### config.mk
export PLATFORM = sky130hd
export DESIGN_NAME = gpio_irq_ctrl
export DESIGN_NICKNAME = d
export VERILOG_FILES = /design/src/rtl/gpio_irq_ctrl.sv
export SDC_FILE = /design/constraint.sdc
export NUM_CORES = 1
export LEC_CHECK = 0
export CORE_ASPECT_RATIO = 0.5
export CORE_MARGIN = 4
export CORE_UTILIZATION = 45
export CTS_CLUSTER_DIAMETER = 150
export DETAILED_ROUTE_END_ITERATION = 8
export PLACE_DENSITY = 0.66
export REMOVE_ABC_BUFFERS = 1
export SLEW_MARGIN = 5
export SYNTH_ARGS = -nofsm -noshare
export SYNTH_HDL_FRONTEND = slang
export SYNTH_SLANG_ARGS = --single-unit
### constraint.sdc
create_clock -name clk -period 2.7 [get_ports clk]
set_clock_uncertainty 0.05 [all_clocks]
set_input_delay 0.27 -clock clk [delete_from_list [all_inputs] [get_ports clk]]
set_output_delay 0.27 -clock clk [all_outputs]
set_load 0.01 [all_outputs]
### src/rtl/gpio_irq_ctrl.sv
// GPIO interrupt controller: pad synchronisers, per-pin debounce, edge/level
// event detection, a W1C pending register and a req/ack register port.
module gpio_irq_ctrl #(
    parameter int NUM_PINS    = 8,
    parameter int SYNC_STAGES = 2,
    parameter int DEB_CNT_W   = 4
) (
    input  logic                clk,
    input  logic                rst_n,
    input  logic [NUM_PINS-1:0] pin_i,
    input  logic                reg_req_i,
    input  logic                reg_we_i,
    input  logic [2:0]          reg_addr_i,
    input  logic [31:0]         reg_wdata_i,
    output logic [31:0]         reg_rdata_o,
    output logic                reg_ack_o,
    output logic                irq_o
);
    localparam logic [2:0] ADDR_EN    = 3'd0;
    localparam logic [2:0] ADDR_TYPE  = 3'd1;
    localparam logic [2:0] ADDR_POL   = 3'd2;
    localparam logic [2:0] ADDR_BOTH  = 3'd3;
    localparam logic [2:0] ADDR_PEND  = 3'd4;
    localparam logic [2:0] ADDR_STATE = 3'd5;
    localparam logic [2:0] ADDR_DEB   = 3'd6;

    logic [NUM_PINS-1:0]  r_en;
    logic [NUM_PINS-1:0]  r_type;
    logic [NUM_PINS-1:0]  r_pol;
    logic [NUM_PINS-1:0]  r_both;
    logic [NUM_PINS-1:0]  r_pend;
    logic [NUM_PINS-1:0]  r_stable_d;
    logic [DEB_CNT_W-1:0] r_deb_limit;
    logic                 r_ack;
    logic                 r_irq;
    logic [31:0]          r_rdata;

    logic [NUM_PINS-1:0]  w_stable;
    logic [NUM_PINS-1:0]  w_rise;
    logic [NUM_PINS-1:0]  w_fall;
    logic [NUM_PINS-1:0]  w_edge_ev;
    logic [NUM_PINS-1:0]  w_lvl_ev;
    logic [NUM_PINS-1:0]  w_ev;
    logic [NUM_PINS-1:0]  w_clr;
    logic [NUM_PINS-1:0]  w_wdata;
    logic                 w_acc;
    logic                 w_wr;
    logic                 w_rd;
    logic [31:0]          w_rd_val;
    logic [DEB_CNT_W:0]   w_deb_thresh;
    logic                 w_unused_wdata;

    // Counter is one bit wider than DEB_LIMIT so the threshold L+1 never wraps.
    assign w_deb_thresh = {1'b0, r_deb_limit} + {{DEB_CNT_W{1'b0}}, 1'b1};

    generate
        for (genvar gi = 0; gi < NUM_PINS; gi++) begin : g_pin
            logic [SYNC_STAGES-1:0] r_sync;
            logic [DEB_CNT_W:0]     r_cnt;
            logic                   r_stable;
            logic                   w_sync;

            assign w_sync       = r_sync[SYNC_STAGES-1];
            assign w_stable[gi] = r_stable;

            always_ff @(posedge clk or negedge rst_n) begin
                if (!rst_n) begin
                    r_sync   <= '0;
                    r_cnt    <= '0;
                    r_stable <= 1'b0;
                end else begin
                    r_sync <= {r_sync[SYNC_STAGES-2:0], pin_i[gi]};
                    if (w_sync != r_stable) begin
                        // >= so a lowered DEB_LIMIT releases an already-long count
                        if (r_cnt >= w_deb_thresh) begin
                            r_stable <= w_sync;
                            r_cnt    <= '0;
                        end else begin
                            r_cnt <= r_cnt + 1'b1;
                        end
                    end else begin
                        r_cnt <= '0;
                    end
                end
            end
        end
    endgenerate

    assign w_rise    = w_stable & ~r_stable_d;
    assign w_fall    = ~w_stable & r_stable_d;
    assign w_edge_ev = (r_both & (w_rise | w_fall)) |
                       (~r_both & ((r_pol & w_rise) | (~r_pol & w_fall)));
    assign w_lvl_ev  = ~(w_stable ^ r_pol);
    assign w_ev      = (r_type & w_lvl_ev) | (~r_type & w_edge_ev);

    assign w_acc          = reg_req_i & ~r_ack;
    assign w_wr           = w_acc & reg_we_i;
    assign w_rd           = w_acc & ~reg_we_i;
    assign w_wdata        = reg_wdata_i[NUM_PINS-1:0];
    assign w_clr          = (w_wr && reg_addr_i == ADDR_PEND) ? w_wdata : '0;
    assign w_unused_wdata = ^reg_wdata_i;

    always_comb begin
        w_rd_val = '0;
        if (w_rd) begin
            case (reg_addr_i)
                ADDR_EN:    w_rd_val[NUM_PINS-1:0]  = r_en;
                ADDR_TYPE:  w_rd_val[NUM_PINS-1:0]  = r_type;
                ADDR_POL:   w_rd_val[NUM_PINS-1:0]  = r_pol;
                ADDR_BOTH:  w_rd_val[NUM_PINS-1:0]  = r_both;
                ADDR_PEND:  w_rd_val[NUM_PINS-1:0]  = r_pend;
                ADDR_STATE: w_rd_val[NUM_PINS-1:0]  = w_stable;
                ADDR_DEB:   w_rd_val[DEB_CNT_W-1:0] = r_deb_limit;
                default:    ;
            endcase
        end
    end

    always_ff @(posedge clk or negedge rst_n) begin
        if (!rst_n) begin
            r_en        <= '0;
            r_type      <= '0;
            r_pol       <= '0;
            r_both      <= '0;
            r_pend      <= '0;
            r_stable_d  <= '0;
            r_deb_limit <= '0;
            r_ack       <= 1'b0;
            r_irq       <= 1'b0;
            r_rdata     <= '0;
        end else begin
            r_ack      <= w_acc;
            r_rdata    <= w_rd_val;
            r_stable_d <= w_stable;
            // A new event on the same edge as its W1C keeps the bit set
            r_pend     <= (r_pend & ~w_clr) | (w_ev & r_en);
            r_irq      <= |(r_pend & r_en);
            if (w_wr) begin
                case (reg_addr_i)
                    ADDR_EN:   r_en        <= w_wdata;
                    ADDR_TYPE: r_type      <= w_wdata;
                    ADDR_POL:  r_pol       <= w_wdata;
                    ADDR_BOTH: r_both      <= w_wdata;
                    ADDR_DEB:  r_deb_limit <= reg_wdata_i[DEB_CNT_W-1:0];
                    default:   ;
                endcase
            end
        end
    end

    assign reg_ack_o   = r_ack;
    assign reg_rdata_o = r_rdata;
    assign irq_o       = r_irq;

endmodule

==> flow_summary.yaml <==
clock_tree:
  post_cts_setup_buffers: 0
  tritoncts: "done"
  cts.repair.resized: 0
  clockBufferDepth: 2
  clock_sinks: 126
  cts.hold.buffers_added: 1
  cts_root_buffer: "clkbuf_16"
  cts_inserted_buffers: 17
  clkLatencyLatePin_ps: 410
  cts_h_tree_depth: 4
  clkSlewWorstSetupHoldPaths_ps: 60
detailed_routing:
  routed_wire_length_per_instance_um: 18.0
  first_pass_iters: 5
  mean_number_of_vias_per_cell: 5.57
  initialDrtViolationCount: 354
  antenna_violating_nets_post_route: 0
  drc: 0
  route.final.wire_length_mm: 15.8
  route.vias.total: 4888
sta:
  finalHoldViolCount: 0
  final.setup.tns_ps: 0
  timing.fmax_ghz: 0.391
  timing.final.setup_violations: 0
  grt_setup_unrepaired: "no"
  finalCritPeriodShare: 0.946
  report.final.slew_viol_count: 0
  min_period_ps: 2550
  timing.max_slew.rel_slack: 0.601
  max_slew.worst_pin.slew_ps: 597
run:
  maxCapViolCount: 0
final_layout:
  post_route_cells_drive_above_1_share: 0.184
  stdcell_area_mm2: 0.00814
  nFillCells: 1262
  area.sequential_mm2: 0.00315
  insertedDiodeCount: 0
  area_growth_syn_to_layout_pct: 16.1
  multi_input_area_mm2: 0.00348
  num-nets-final: 762
logic_synthesis:
  most_common_library_cells_after_synthesis: "126 x dfrtp_1, 49 x ha_1, 49 x mux2_2"
  synth.largest_area_cell: "dfrtp_1"
  syn-mean-instance-area_um2: 11.3
  yosys_warning_count: 0
  synth_top_cell_area_share: 0.450
  synth.lib_cells_used.distinct: 53
  synthTopCellsByArea: "dfrtp_1 45%, ha_1 8.7%, mux2_2 7.9%"
  syn_inst: 618
  synth_ff_type: "dfrtp_1"
  synth_seq_area_share: 0.450
  mappedNetlistArea_mm2: 0.00701
  synth-seq-cells: 126
  synth-async-reset-ratio: 1.00
  number_of_enable_type_register_cells_in_the_synthesized_netlist: 0
  synth_most_common_cell: "dfrtp_1"
power_and_ir_drop:
  power.ir.vdd_worst_uv: 542
  pwr_per_cell_area_mw_per_mm2: 952
  leakage_power_nw: 3.54
floorplan:
  initial_core_util: 0.472
  num_rows: 31
  ioPinCount: 81
  die-area_mm2: 0.0178
  die_x_um: 185
  design.core.area_mm2: 0.0149
  die-height_um: 96.3
grt:
  grt.overflow.total: 0
  number_of_antenna_violations_at_the_first_check_in_global_routing: 0
  first_pass_grt_wire_length_mm: 26.1
  grt_start_max_net_pins: 46
  grt_pass1_vias: 5005
  globalRouteTotalUtil: 0.189
worst_hold_path:
  holdPathStages: 1
  worstHoldPathType: "in -> reg"
placement:
  post_dp_cell_area_mm2: 0.00752
  finalWeightedCongestion: 0.816
  numPortBuffers: 32
  hpwlAfterDp_mm: 10.8
worst_setup_path:
  cp_max_fanout: 8
  required_arrival_time_at_the_worst_endpoint_ps: 2940
  crit_type: "reg -> reg"
  count_of_cells_along_the_worst_register_to_register_path: 6
  cp_data_arrival_time_ps: 2800
  worst_setup_path_end_kind: "flop"
  cp-start-kind: "flop"
outcome:
  outcome: "finished clean"
## flip-flops by register name, summed over array words and instances (netlist names)
register	flops
g_pin.r_sync	16
r_pol	8
r_pend	8
r_deb_limit	4
r_both	8
r_type	8
r_en	8
irq_o	1
reg_ack_o	1
g_pin.r_stable	8
r_stable_d	8
g_pin.r_cnt	40
reg_rdata_o	8
## area by class of cell
type                    instances  area share
repair buffers                 53      0.0602
clock buffers                  18      0.0539
well taps                     198      0.0304
clock inverters                14      0.0207
inverters                      44      0.0203
flip-flops and latches        126       0.387
multi-input cells             424       0.427
## worst max-delay path, stage by stage, from the launching register on
cell and delay (ps):
dfrtp_1 420, ha_1 320, inv_1 310, ha_1 310, a221oi_1 510, a211oi_2 150, nor4b_1 370
## stage by stage
stage / utilization / worst slack [ps] / power [mW] / hold WS (ps) / std cells
6_report: 0.548 / 145 / 7.75 / 245 / 877
3_5_place_dp: 0.506 / 272 / 5.37 / 241 / 844
3_3_place_gp: 0.506 / 339 / 5.27 / 233 / 844
4_1_cts: 0.548 / 186 / 7.79 / 232 / 877
5_1_grt: 0.548 / 31.9 / 8.25 / 228 / 877
2_1_floorplan: - / 441 / 4.58 / -75.6 / 594
## worst paths after layout
check	start	endpoint	slack [ps]
max	r_deb_limit[0]	g_pin[2].r_cnt[1]	150
min	pin_i[6]	g_pin[6].r_sync[0]	240
max reg2reg	r_deb_limit[0]	g_pin[2].r_cnt[1]	150
min reg2reg	g_pin[0].r_sync[0]	g_pin[0].r_sync[1]	300
max in group asynchronous	rst_n	r_pend[3]	1540
min in group asynchronous	rst_n	r_pol[6]	340
## layer usage
metal / part of all wire / GRT usage
met5: 0 / 0
met1: 0.49 / 0.265
met3: 0.051 / 0.0419
met2: 0.45 / 0.294
met4: 0.016 / 0.0621
## power breakdown
group          switching (mW)  leakage [nW]  internal, mW
combinational            1.36          1.66          1.20
clock                   0.874         0.296          1.47
sequential              0.499          1.59          2.35
## cells by family (layout without fill, tap and decap cells)
group | count (synthesis) | in the layout | share of synthesized area
DFF | 126 | 126 | 0.450
other | 1 | 24 | 0.000535
muxes | 68 | 68 | 0.112
buffers and inverters | 91 | 129 | 0.0667
AOI/OAI and AO/OA | 97 | 97 | 0.110
and+or+nand+nor | 144 | 144 | 0.119
xor gates and xnor gates | 42 | 42 | 0.0551
adders and majority gates | 49 | 49 | 0.0874
## cell usage in the layout, fill, tap and decap left out, types with 9 or more instances in the layout
master,netlist,layout
buf_4,24,20
clkbuf_16,0,17
clkdlybuf4s50_1,0,31
conb_1,1,24
dfrtp_1,126,126
ha_1,49,49
inv_1,44,44
mux2_2,49,49
mux2i_1,16,16
nand2_1,28,28
nand2b_1,9,9
nand3_1,28,28
nor2_1,9,9
nor4_1,32,32
o21ai_0,38,38
xnor2_1,33,33
(Power assumes the default switching activity.)
